===== config.mk =====
export PLATFORM = sky130hd
export DESIGN_NAME = bsg_tag_boot_sequencer
export DESIGN_NICKNAME = d
export VERILOG_FILES = /design/src/rtl/bsg_tag_boot_sequencer.sv
export SDC_FILE = /design/constraint.sdc
export NUM_CORES = 1
export LEC_CHECK = 0
export ABC_CLOCK_PERIOD_IN_PS = 2700
export CORE_MARGIN = 2
export CORE_UTILIZATION = 40
export DETAILED_ROUTE_END_ITERATION = 10
export PLACE_DENSITY_LB_ADDON = 0.2
export SLEW_MARGIN = 20
export SYNTH_ARGS = -nofsm -noshare
export SYNTH_HDL_FRONTEND = slang
export SYNTH_SLANG_ARGS = --single-unit

===== constraint.sdc =====
create_clock -name clk_i -period 2.7 [get_ports clk_i]
set_clock_uncertainty 0.1 [all_clocks]
set_input_delay 0.405 -clock clk_i [delete_from_list [all_inputs] [get_ports clk_i]]
set_output_delay 0.405 -clock clk_i [all_outputs]
set_load 0.03 [all_outputs]

===== src/rtl/bsg_tag_boot_sequencer.sv =====
// bsg_tag boot sequencer: serializes parallel tag commands into the
// clk/en/data stream of the bsg_tag master, with a zero preamble after
// reset and a zero gap after every packet.
// Optional statistics outputs are enabled by BSG_TAG_BOOT_SEQUENCER_STATS_EN.
module bsg_tag_boot_sequencer #(
  parameter int els_p       = 32,
  parameter int lg_width_p  = 4,
  parameter int clk_div_p   = 4,
  parameter int gap_bits_p  = 4,
  parameter int init_bits_p = 64,
  localparam int id_width_lp = (els_p > 1) ? $clog2(els_p) : 1,
  localparam int pw_lp       = (1 << lg_width_p) - 1
) (
  input  logic                   clk_i,
  input  logic                   reset_n_i,
  input  logic                   cmd_v_i,
  output logic                   cmd_ready_o,
  input  logic [id_width_lp-1:0] cmd_id_i,
  input  logic                   cmd_dnr_i,
  input  logic [lg_width_p-1:0]  cmd_len_i,
  input  logic [pw_lp-1:0]       cmd_payload_i,
  output logic                   tag_clk_o,
  output logic                   tag_en_o,
  output logic                   tag_data_o,
  output logic                   busy_o,
`ifdef BSG_TAG_BOOT_SEQUENCER_STATS_EN
  output logic [15:0]            pkt_count_o,
  output logic [id_width_lp-1:0] last_id_o,
`endif
  output logic                   done_o
);

  localparam int DIV_W    = $clog2(2 * clk_div_p);
  localparam int DIV_LAST = 2 * clk_div_p - 1;
  localparam int M1       = (init_bits_p > gap_bits_p) ? init_bits_p : gap_bits_p;
  localparam int M2       = (M1 > pw_lp) ? M1 : pw_lp;
  localparam int M3       = (M2 > id_width_lp) ? M2 : id_width_lp;
  localparam int CNT_W    = $clog2(M3 + 1);

  typedef enum logic [3:0] {
    S_INIT, S_IDLE, S_PEND, S_START, S_ID, S_DNR, S_LEN, S_PAYLOAD, S_GAP
  } state_e;

  state_e                 state_q, state_d;
  logic [CNT_W-1:0]       bit_q, bit_d;
  logic [DIV_W-1:0]       div_q;
  logic                   en_q;
  logic                   slot_end;
  logic                   hs;

  logic [id_width_lp-1:0] id_q;
  logic                   dnr_q;
  logic [lg_width_p-1:0]  len_q;
  logic [pw_lp-1:0]       payload_q;

  logic                   id_bit, len_bit, pay_bit;

  // Last cycle of a bit slot: every field transition happens on this edge.
  assign slot_end  = (div_q == DIV_W'(DIV_LAST));
  assign hs        = cmd_v_i && (state_q == S_IDLE);
  assign tag_clk_o = (div_q >= DIV_W'(clk_div_p));
  assign tag_en_o  = en_q;

  assign id_bit  = 1'(id_q >> bit_q);
  assign len_bit = 1'(len_q >> bit_q);
  assign pay_bit = 1'(payload_q >> bit_q);

  // State, bit counter and free-running tag-clock divider.
  always_ff @(posedge clk_i or negedge reset_n_i) begin
    if (!reset_n_i) begin
      state_q <= S_INIT;
      bit_q   <= '0;
      div_q   <= '0;
      en_q    <= 1'b0;
    end else begin
      state_q <= state_d;
      bit_q   <= bit_d;
      div_q   <= slot_end ? '0 : div_q + 1'b1;
      en_q    <= 1'b1;
    end
  end

  // Command capture; discarded implicitly by reset returning the FSM to INIT.
  always_ff @(posedge clk_i) begin
    if (hs) begin
      id_q      <= cmd_id_i;
      dnr_q     <= cmd_dnr_i;
      len_q     <= cmd_len_i;
      payload_q <= cmd_payload_i;
    end
  end

  // Next-state: advance one field bit per slot boundary.
  always_comb begin
    state_d = state_q;
    bit_d   = bit_q;
    case (state_q)
      S_INIT: if (slot_end) begin
        if (bit_q == CNT_W'(init_bits_p - 1)) begin
          state_d = S_IDLE;
          bit_d   = '0;
        end else begin
          bit_d = bit_q + 1'b1;
        end
      end
      S_IDLE: begin
        bit_d = '0;
        // A command taken on the slot's last cycle starts at the next boundary.
        if (cmd_v_i) state_d = slot_end ? S_START : S_PEND;
      end
      S_PEND: if (slot_end) state_d = S_START;
      S_START: if (slot_end) begin
        state_d = S_ID;
        bit_d   = '0;
      end
      S_ID: if (slot_end) begin
        if (bit_q == CNT_W'(id_width_lp - 1)) begin
          state_d = S_DNR;
          bit_d   = '0;
        end else begin
          bit_d = bit_q + 1'b1;
        end
      end
      S_DNR: if (slot_end) begin
        state_d = S_LEN;
        bit_d   = '0;
      end
      S_LEN: if (slot_end) begin
        if (bit_q == CNT_W'(lg_width_p - 1)) begin
          state_d = (len_q == '0) ? S_GAP : S_PAYLOAD;
          bit_d   = '0;
        end else begin
          bit_d = bit_q + 1'b1;
        end
      end
      S_PAYLOAD: if (slot_end) begin
        if ((bit_q + 1'b1) == CNT_W'(len_q)) begin
          state_d = S_GAP;
          bit_d   = '0;
        end else begin
          bit_d = bit_q + 1'b1;
        end
      end
      S_GAP: if (slot_end) begin
        if (bit_q == CNT_W'(gap_bits_p - 1)) begin
          state_d = S_IDLE;
          bit_d   = '0;
        end else begin
          bit_d = bit_q + 1'b1;
        end
      end
      default: begin
        state_d = S_INIT;
        bit_d   = '0;
      end
    endcase
  end

  // Outputs decoded from state; data only moves when the state/bit counter do.
  always_comb begin
    cmd_ready_o = (state_q == S_IDLE);
    busy_o      = (state_q == S_PEND) || (state_q == S_START) || (state_q == S_ID) ||
                  (state_q == S_DNR) || (state_q == S_LEN) || (state_q == S_PAYLOAD) ||
                  (state_q == S_GAP);
    done_o      = (state_q == S_GAP) && slot_end && (bit_q == CNT_W'(gap_bits_p - 1));
    tag_data_o  = 1'b0;
    case (state_q)
      S_START:   tag_data_o = 1'b1;
      S_ID:      tag_data_o = id_bit;
      S_DNR:     tag_data_o = dnr_q;
      S_LEN:     tag_data_o = len_bit;
      S_PAYLOAD: tag_data_o = pay_bit;
      default:   tag_data_o = 1'b0;
    endcase
  end

`ifdef BSG_TAG_BOOT_SEQUENCER_STATS_EN
  logic [15:0]            pkt_count_q;
  logic [id_width_lp-1:0] last_id_q;

  // Completed-packet counter (wraps) and id of the most recent packet.
  always_ff @(posedge clk_i or negedge reset_n_i) begin
    if (!reset_n_i) begin
      pkt_count_q <= '0;
      last_id_q   <= '0;
    end else if (done_o) begin
      pkt_count_q <= pkt_count_q + 16'd1;
      last_id_q   <= id_q;
    end
  end

  assign pkt_count_o = pkt_count_q;
  assign last_id_o   = last_id_q;
`endif

endmodule

==> key figures, run 1 <==
Clock tree
  – CTS hold repair buffers: 0
  – Clk root buf: clkbuf_8
  – H-Tree Depth: 2
  – Post-CTS setup buffers: 0
  – Worst-Skew Late Latency: 0.29 ns
  – CTS max path bufs: 2
  – Clock slew at reported path FFs: 0.08 ns
  – Clk sink count: 40
  – Num CTS Buffers: 5
  – CTS tree: built

Finish
  – Final cell count without fillers: 304
  – Area Growth Syn to Fin: 27.8%
  – Layout cell share with drive strength beyond 1: 0.218
  – Final #Nets: 266
  – Design Area, Final: 2780 um^2
  – Number of antenna cells inserted: 0

Placed design
  – Placer congestion estimate: 0.869
  – Post-DP Area: 2670 um^2
  – PortBufs: 33
  – Inst Count DP: 296
  – DP HPWL: 3300 um

Timing
  – Setup-failing EPs final: 1
  – Min setup slack post-route: -0.00377 ns
  – Tcrit/Tclk final: 1.00
  – Slew @ Worst Pin: 0.738 ns
  – Final Max Tran Viols: 0
  – Hold Vio Cnt, Final: 0
  – Slew headroom: 0.507
  – RSZ-0062 raised after global routing: yes
  – Achievable Freq: 370 MHz
  – Tmin final: 2.70 ns

Floorplanning
  – Initial Utilization: 0.420
  – Die width: 77.7 um
  – Row cnt: 26
  – Number of top-level pins: 34
  – Die Y: 77.7 um
  – Core Region: 5170 um^2
  – Die area: 6040 um^2

Synth
  – Synthesized area: 2170 um^2
  – Largest area contributor in the netlist: edfxtp_1
  – Synthesized flop and latch total: 40
  – Top cell type's share of synthesized area: 0.345
  – Post-synth EDFFs: 25
  – Synth warnings: 0
  – Post-Syn Area per Cell: 11.7 um^2
  – Ys flop type: edfxtp_1
  – Synth area leaders: edfxtp_1 (35%), dfrtp_1 (17%), mux4_2 (4.1%)
  – FFs w/ async S/R, synth: 0.375
  – Cells after synthesis: 186
  – Yosys cell types: 55
  – Sequential share of the synthesized area: 0.518
  – Synthesized net count: 219

Hold path
  – Hold WC Path Type: reg2reg
  – WHS Path Cells: 1
  – HP Start: div_q[0]
  – Hold endpoint: div_q[0]

Power and ir drop
  – Max IR drop VDD: 0.288 mV
  – Leakage: 1.05 nW
  – Total power: 1.08 mW
  – PwrDens: 390 nW/um^2

Drt
  – Total number of vias: 1,594
  – Initial drt markers: 89
  – Initial DRT Pass Iterations: 4
  – Routed Antenna Nets: 0
  – Vias per cell: 5.24
  – Detailed-route wire length per cell: 14.4 um
  – Post-Route WL: 4370 um
  – DR DRC count: 0

Global route
  – First-pass GRT wire length: 7270 um
  – Grt ovf: 0
  – Vias in the first global route: 1,557
  – GRT Resource Usage Total: 0.155
  – Initial antenna violation count: 0
  – Largest net degree at the start of global routing: 26

Setup path
  – Crit path required time: 2.19 ns
  – Slowest CP cell: mux4_2
  – CP max FO: 5
  – Slowest stage delay, CP: 0.47 ns
  – Critical R2R Capture: state_q[1]
  – Flop2flop setup slack: 0.21 ns
  – CP Class: reg2out
  – Setup crit start kind: flop
  – Endpoint class of the critical path: output port
  – Crit-path cells: mux2_2, mux4_2, nor2_2, nor2_1, o311ai_2, o21ai_1, buf_4
  – Critical Path AT: 2.20 ns
  – R2r worst-path depth: 9
  – Reg-to-Reg Start: bit_q[0]

Status
  – Failing checks: negative setup slack
  – Status: finished, violations left

Job
  – Max Cap Viol: 0
[state kept, by name, indices dropped and copies added, names as in the netlist]
| signal | flops |
|---|---|
| dnr_q | 1 |
| state_q | 4 |
| bit_q | 7 |
| tag_en_o | 1 |
| id_q | 5 |
| len_q | 4 |
| payload_q | 15 |
| div_q | 3 |
[layout make-up]
type / instances / area, um^2
sequential: 40 / 1130
fill: 440 / 2390
clock buffer: 5 / 68.8
tap: 70 / 87.6
timing repair buffer: 53 / 477
clock inverter: 3 / 17.5
multi-input combinational: 128 / 982
inverter: 5 / 18.8
[synth_stat cells (3+ instances only)]
cell,n
a21oi_1,5
a31oi_1,6
clkbuf_1,7
dfrtp_1,15
edfxtp_1,25
ha_1,5
inv_1,5
mux2_2,7
mux4_2,4
nand2_1,11
nand2b_1,4
nand3_1,4
nor2_1,13
nor2b_1,5
nor3_1,6
nor3b_1,3
o21ai_0,7
[metrics by stage]
stage | hold slack [ns] | util | TNS [ns] | setup slack [ns]
6_report | 0.371 | 0.537 | -0.00377 | -0.00377
5_1_grt | 0.403 | 0.537 | -0.121 | -0.121
4_1_cts | 0.376 | 0.537 | -0.0848 | -0.0848
3_5_place_dp | 0.369 | 0.517 | -0.239 | -0.239
3_3_place_gp | 0.343 | 0.517 | -0.162 | -0.162
2_1_floorplan | 0.00941 | - | 0 | 0.228
[where the power goes]
part | switching, mW | total (mW) | leakage, nW | internal, mW
logic | 0.0116 | 0.0465 | 0.587 | 0.0350
registers | 0.000149 | 0.651 | 0.414 | 0.651
clock network | 0.206 | 0.387 | 0.0460 | 0.180
[critical path, delay by kind of cell, from the launching register on]
kind / cells / cell delay, ns
AOI/OAI and AO/OA: 2 / 0.34
muxes: 2 / 0.81
buffers and inverters: 1 / 0.18
and+or+nand+nor: 2 / 0.14
DFF: 1 / 0.43
[per-layer routing]
layer	global-route usage	part of all wire	vias up	wire [um]
met1	0.207	0.45	757	1970
li1	-	-	791	-
met5	0	0	-	0
met4	0.0554	0.014	0	63
met3	0.0326	0.039	6	169
met2	0.248	0.50	40	2170
[timing repair]
item	CTS	global route
pin swaps	1	1
setup endpoints to repair	2	1
gates resized for setup	15	1
[cells by family (layout without fill, tap and decap cells)]
group                    count (synthesis)  after routing  synth area share
adder cells (fa/ha/maj)                  5              5            0.0288
AND/OR/NAND/NOR                         67             67             0.178
flip-flops                              40             40             0.518
multiplexers                            13             13            0.0869
other                                    1              1           0.00172
buffers and inverters                   18             66            0.0414
AO/OA/AOI/OAI                           38             38             0.129
XOR/XNOR                                 4              4            0.0161
[worst max path at each step]
stage          startpoint    endpoint  cells after the start
4_1_cts        state_q[0]  tag_data_o                      7
5_1_grt        state_q[0]  tag_data_o                      7
2_1_floorplan  state_q[1]       dnr_q                      4
6_report       state_q[0]  tag_data_o                      7
3_5_place_dp   state_q[0]  tag_data_o                      7
3_3_place_gp   state_q[0]  tag_data_o                      7
[placed cells by master, fill, tap and decap left out, types with 6 or more instances in the layout]
cell / netlist / final
clkdlybuf4s50_1: 0 / 31
edfxtp_1: 25 / 25
buf_4: 1 / 21
dfrtp_1: 15 / 13
nor2_1: 13 / 12
nand2_1: 11 / 11
a31oi_1: 6 / 6
o21ai_0: 7 / 6
Note: power is estimated with default switching activity, not from simulation.
==> run 2: changes to the inputs <==
--- a/config.mk
+++ b/config.mk
@@ -8,8 +8,10 @@
 export ABC_CLOCK_PERIOD_IN_PS = 2700
 export CORE_MARGIN = 2
 export CORE_UTILIZATION = 40
+export CTS_CLUSTER_SIZE = 16
 export DETAILED_ROUTE_END_ITERATION = 10
 export PLACE_DENSITY_LB_ADDON = 0.2
+export REMOVE_ABC_BUFFERS = 1
 export SLEW_MARGIN = 20
 export SYNTH_ARGS = -nofsm -noshare
 export SYNTH_HDL_FRONTEND = slang
==> key figures, run 2 (synthesized netlist as in run 1, its figures left out) <==
Status
  – Status: finished clean

Global route
  – Gr busiest metal: met2
  – Vias in the first global route: 1,616 (+3.8%)
  – GRT Resource Usage Total: 0.162 (+0.00758)
  – Largest net degree at the start of global routing: 26 (unchanged)
  – Met3 GRT Util: 0.0407 (+0.00814)
  – First-pass GRT wire length: 7660 um (+5.4%)
  – Initial antenna violation count: 0 (unchanged)
  – Met2 global-route usage: 0.264 (+0.0155)
  – Met1 Use GR: 0.212 (+0.00469)
  – Grt ovf: 0 (unchanged)

Setup path
  – Critical Path AT: 2.18 ns (-0.02 ns)
  – Setup crit start kind: flop
  – Endpoint class of the critical path: output port
  – CP max FO: 5 (unchanged)
  – Crit path required time: 2.19 ns (about the same)
  – CP Class: reg2out

Finish
  – Number of antenna cells inserted: 0 (unchanged)
  – Layout cell share with drive strength beyond 1: 0.218 (unchanged)
  – Largest Register: payload_q
  – Final #Nets: 266 (unchanged)
  – Filler instances: 445 (+1.1%)
  – Most common cell after layout, fill and taps aside: clkdlybuf4s50_1
  – Max reg flops: 15 (unchanged)
  – Commonest cells after routing, fill and taps aside: clkdlybuf4s50_1 (31), edfxtp_1 (25), buf_4 (21)
  – Area Growth Syn to Fin: 27.7% (about the same)
  – Final cell count without fillers: 304 (unchanged)
  – Top flop regs: payload_q: 15 flops, bit_q: 7 flops, id_q: 5 flops

Power and ir drop
  – Max IR drop VDD: 0.288 mV (about the same)
  – PwrDens: 399 nW/um^2 (+2.1%)
  – Leakage: 1.04 nW (-1.1%)

Floorplanning
  – Initial Utilization: 0.420 (unchanged)
  – Die area: 6040 um^2 (unchanged)
  – Core Region: 5170 um^2 (unchanged)
  – Die Y: 77.7 um (unchanged)
  – Row cnt: 26 (unchanged)
  – Number of top-level pins: 34 (unchanged)
  – Die width: 77.7 um (unchanged)

Job
  – Max Cap Viol: 0 (unchanged)

Drt
  – Total number of vias: 1,654 (+3.8%)
  – Post-Route WL: 4510 um (+3.2%)
  – Routed Antenna Nets: 0 (unchanged)
  – Vias per cell: 5.44 (+3.8%)
  – Detailed-route wire length per cell: 14.8 um (+3.2%)
  – DR DRC count: 0 (unchanged)
  – Initial DRT Pass Iterations: 5 (+1)
  – Initial drt markers: 53 (-40%)

Timing
  – Slew headroom: 0.505 (-0.00163)
  – Final Max Tran Viols: 0 (unchanged)
  – Hold Vio Cnt, Final: 0 (unchanged)
  – Achievable Freq: 373 MHz (+0.80%)
  – Setup-failing EPs final: 0 (-1)
  – Slew @ Worst Pin: 0.740 ns (+0.00244 ns)
  – Fin Hold WS: 0.374 ns (+0.00289 ns)
  – Tmin final: 2.68 ns (-0.0214 ns)
  – RSZ-0062 raised after global routing: yes
  – Tcrit/Tclk final: 0.993 (-0.00792)
  – Setup TNS: 0 ns (+0.00377 ns)
  – Min setup slack post-route: 0.0176 ns (+0.0214 ns)

Clock tree
  – Clk sink count: 40 (unchanged)
  – Clk root buf: clkbuf_8
  – CTS tree: built
  – Post-CTS sizing: 11 (-4)
  – CTS max path bufs: 2 (unchanged)
  – Num CTS Buffers: 5 (unchanged)
  – Clock slew at reported path FFs: 0.07 ns (about the same)
  – Post-CTS setup buffers: 0 (unchanged)
  – Worst-Skew Late Latency: 0.29 ns (about the same)
  – H-Tree Depth: 2 (unchanged)
  – CTS hold repair buffers: 0 (unchanged)

Placed design
  – DP HPWL: 3390 um (+2.9%)
  – Placer congestion estimate: 0.831 (-4.3%)
  – Inst Count DP: 296 (unchanged)
  – PortBufs: 33 (unchanged)
  – Worst slack at placement: -0.262 ns (-0.0234 ns)

Hold path
  – Hold WC Path Type: reg2reg
## run 2: per-layer routing
metal,share of wire,vias up
met3,0.047,11
li1,-,795
met2,0.50,60
met4,0.012,0
met1,0.44,788
met5,0,-
## run 2: critical path, stage by stage, from the launching register on
cell and delay, ns:
dfrtp_2 0.41, mux2_2 0.34, mux4_2 0.46, nor2_2 0.09, nor2_1 0.06, o311ai_2 0.24
o21ai_1 0.11, buf_4 0.18
## run 2: power by group
group	total (mW)	switching [mW]	internal [mW]	leakage, nW
Combinational	0.0464	0.0115	0.0350	0.579
Sequential	0.652	0.000157	0.651	0.412
Clock	0.409	0.201	0.208	0.0445
Total	1.11	0.213	0.894	1.04
## run 2: per-stage QoR
stage	power (mW)	instance area, um^2	util
after global placement	0.711	2670	0.516
final	1.11	2780	0.537
after detailed placement	0.712	2670	0.516
after floorplan	0.667	2100	-
after CTS	1.12	2770	0.536
after global routing	1.16	2780	0.537
## run 2: worst paths after layout
check                           start    endpoint  slack (ns)  cells after the start
min in group asynchronous   reset_n_i    div_q[2]        0.45                      1
max                        state_q[0]  tag_data_o        0.02                      7
max reg2reg                  bit_q[0]  state_q[1]        0.19                      9
max in group asynchronous   reset_n_i  state_q[0]        1.54                      1
min                          div_q[0]    div_q[0]        0.37                      1
min reg2reg                  div_q[0]    div_q[0]        0.37                      1
## run 2: final cells by class
cell class / count / area [um^2] / share of cell area
clock buffers: 7 / 86.3 / 0.0311
clock inverters: 1 / 7.51 / 0.00270
inverters: 5 / 18.8 / 0.00676
multi-input cells: 128 / 971 / 0.350
flip-flops and latches: 40 / 1130 / 0.407
well taps: 70 / 87.6 / 0.0315
repair buffers: 53 / 477 / 0.172
==> run 3: changes to the inputs <==
--- a/config.mk
+++ b/config.mk
@@ -6,13 +6,13 @@
 export NUM_CORES = 1
 export LEC_CHECK = 0
 export ABC_CLOCK_PERIOD_IN_PS = 2700
+export CORE_ASPECT_RATIO = 2
 export CORE_MARGIN = 2
 export CORE_UTILIZATION = 40
 export CTS_CLUSTER_SIZE = 16
 export DETAILED_ROUTE_END_ITERATION = 10
 export PLACE_DENSITY_LB_ADDON = 0.2
 export REMOVE_ABC_BUFFERS = 1
-export SLEW_MARGIN = 20
 export SYNTH_ARGS = -nofsm -noshare
 export SYNTH_HDL_FRONTEND = slang
 export SYNTH_SLANG_ARGS = --single-unit
==> key figures, run 3 (synthesized netlist as in run 1, its figures left out) <==
Placed design
  – Inst Count DP: 285 (-3.7%)
  – Post-DP Area: 2650 um^2 (-0.75%)
  – PortBufs: 33 (unchanged)
  – DP HPWL: 3350 um (-1.4%)
  – Placer congestion estimate: 0.828 (-0.38%)

Power and ir drop
  – Comb pwr share: 0.043 (about the same)
  – NetSw: 221 uW (+3.6%)
  – Clock share of power: 0.358 (-0.011)
  – PwrDens: 395 nW/um^2 (-0.88%)
  – Sw Ratio: 0.203 (+0.0105)
  – Max IR drop VDD: 0.345 mV (+20%)
  – Sequential power share: 0.599 (+0.010)
  – Leakage: 1.03 nW (-0.29%)
  – Internal: 867 uW (-3.0%)

Drt
  – Initial drt markers: 47 (-11%)
  – Total number of vias: 1,613 (-2.5%)
  – Post-Route WL: 4510 um (-0.18%)
  – Detailed-route wire length per cell: 15.4 um (+3.6%)
  – DR DRC count: 0 (unchanged)
  – Routed Antenna Nets: 0 (unchanged)
  – Initial DRT Pass Iterations: 4 (-1)
  – Vias per cell: 5.51 (+1.2%)

Timing
  – Tmin final: 2.69 ns (+0.00324 ns)
  – RSZ-0062 raised after global routing: yes
  – Slew headroom: 0.505 (about the same)
  – Hold Vio Cnt, Final: 0 (unchanged)
  – Setup-failing EPs final: 0 (unchanged)
  – Tcrit/Tclk final: 0.995 (+0.00120)
  – Fin Hold WS: 0.365 ns (-0.00884 ns)
  – Achievable Freq: 372 MHz (-0.12%)
  – Final Max Tran Viols: 0 (unchanged)
  – Setup TNS: 0 ns (unchanged)
  – Slew @ Worst Pin: 0.740 ns (+0.000533 ns)

Clock tree
  – CTS tree: built
  – Clock slew at reported path FFs: 0.08 ns (about the same)
  – Clk root buf: clkbuf_8
  – Clk sink count: 40 (unchanged)
  – Post-CTS setup buffers: 0 (unchanged)
  – Worst-Skew Late Latency: 0.29 ns (about the same)
  – CTS max path bufs: 2 (unchanged)
  – Num CTS Buffers: 5 (unchanged)
  – H-Tree Depth: 2 (unchanged)

Status
  – Status: finished clean

Floorplanning
  – Number of top-level pins: 34 (unchanged)
  – Row cnt: 38 (+46%)
  – Initial Utilization: 0.408 (-0.0121)
  – Core Region: 5330 um^2 (+3.0%)
  – Die area: 6080 um^2 (+0.59%)
  – Die width: 56.1 um (-28%)
  – Die Y: 108 um (+39%)

Finish
  – Final cell count without fillers: 293 (-3.6%)
  – Layout cell share with drive strength beyond 1: 0.210 (-0.00765)
  – Max reg flops: 15 (unchanged)
  – Commonest cells after routing, fill and taps aside: clkdlybuf4s50_1 (31), edfxtp_1 (25), buf_4 (20)
  – Number of antenna cells inserted: 0 (unchanged)
  – Area Growth Syn to Fin: 26.6%
  – Most common cell after layout, fill and taps aside: clkdlybuf4s50_1
  – Largest Register: payload_q
  – Design Area, Final: 2750 um^2 (-0.86%)
  – Final #Nets: 265 (-0.38%)
  – Top flop regs: payload_q: 15 flops, bit_q: 7 flops, id_q: 5 flops

Setup path
  – R2r worst-path depth: 9 (unchanged)
  – Crit path required time: 2.19 ns (about the same)
  – Endpoint class of the critical path: output port
  – Setup crit start kind: flop
  – CP Class: reg2out
  – Critical Path AT: 2.18 ns (about the same)
  – CP max FO: 5 (unchanged)

Global route
  – Vias in the first global route: 1,684 (+4.2%)
  – First-pass GRT wire length: 7810 um (+2.0%)
  – Largest net degree at the start of global routing: 26 (unchanged)
  – GRT Resource Usage Total: 0.164 (+0.00146)
  – Initial antenna violation count: 0 (unchanged)
  – Grt ovf: 0 (unchanged)

Job
  – Max Cap Viol: 0 (unchanged)

Hold path
  – Hold WC Path Type: reg2reg
  – WHS Path Cells: 1 (unchanged)
-- run 3: final cells by class --
| class | instances | area [um^2] |
|---|---|---|
| tap | 60 | 75.1 |
| multi-input combinational | 128 | 977 |
| timing repair buffer | 52 | 469 |
| clock buffer | 6 | 72.6 |
| clock inverter | 2 | 12.5 |
| fill | 497 | 2570 |
| inverter | 5 | 18.8 |
| sequential | 40 | 1130 |
-- run 3: through the flow --
stage	setup WS, ns	power [mW]	util
floorplan	0.00476	0.667	-
global placement	-0.136	0.712	0.498
detailed placement	-0.180	0.713	0.498
CTS	-0.0661	1.11	0.514
global route	-0.0860	1.14	0.517
finish	0.0144	1.09	0.517
-- run 3: metal layers --
layer | up-vias | part of all wire | GRT usage
met3 | 9 | 0.021 | 0.0227
met4 | 0 | 0.027 | 0.0816
met2 | 28 | 0.53 | 0.281
li1 | 794 | - | -
met1 | 782 | 0.42 | 0.199
met5 | - | 0 | 0
-- run 3: what timing repair did --
action                     in CTS  in global routing
gates resized for setup        11                  4
setup endpoints to repair       2                  1
hold buffers                    0                  0
-- run 3: power groups by stage --
stage / Combinational [mW] / Clock, mW / Sequential (mW)
CTS: 0.0480 / 0.408 / 0.651
global placement: 0.0471 / 0 / 0.665
detailed placement: 0.0477 / 0 / 0.665
floorplan: 0.000423 / 0 / 0.667
global route: 0.0510 / 0.434 / 0.651
finish: 0.0471 / 0.389 / 0.651
-- run 3: path summary, 6_finish.rpt --
| path | start | endpoint | slack [ns] |
|---|---|---|---|
| max in group asynchronous | reset_n_i | state_q[0] | 1.53 |
| min in group asynchronous | reset_n_i | bit_q[0] | 0.45 |
| setup reg to reg | bit_q[0] | state_q[1] | 0.21 |
| hold / removal | div_q[0] | div_q[0] | 0.37 |
| hold reg to reg | div_q[0] | div_q[0] | 0.37 |
| setup / recovery | state_q[0] | tag_data_o | 0.01 |
-- run 3: critical path, stage by stage (launching register included) --
cell      delay, ns
dfrtp_2        0.42
mux2_2         0.34
mux4_2         0.47
nor2_2         0.10
nor2_1         0.05
o311ai_2       0.23
o21ai_1        0.11
buf_4          0.18
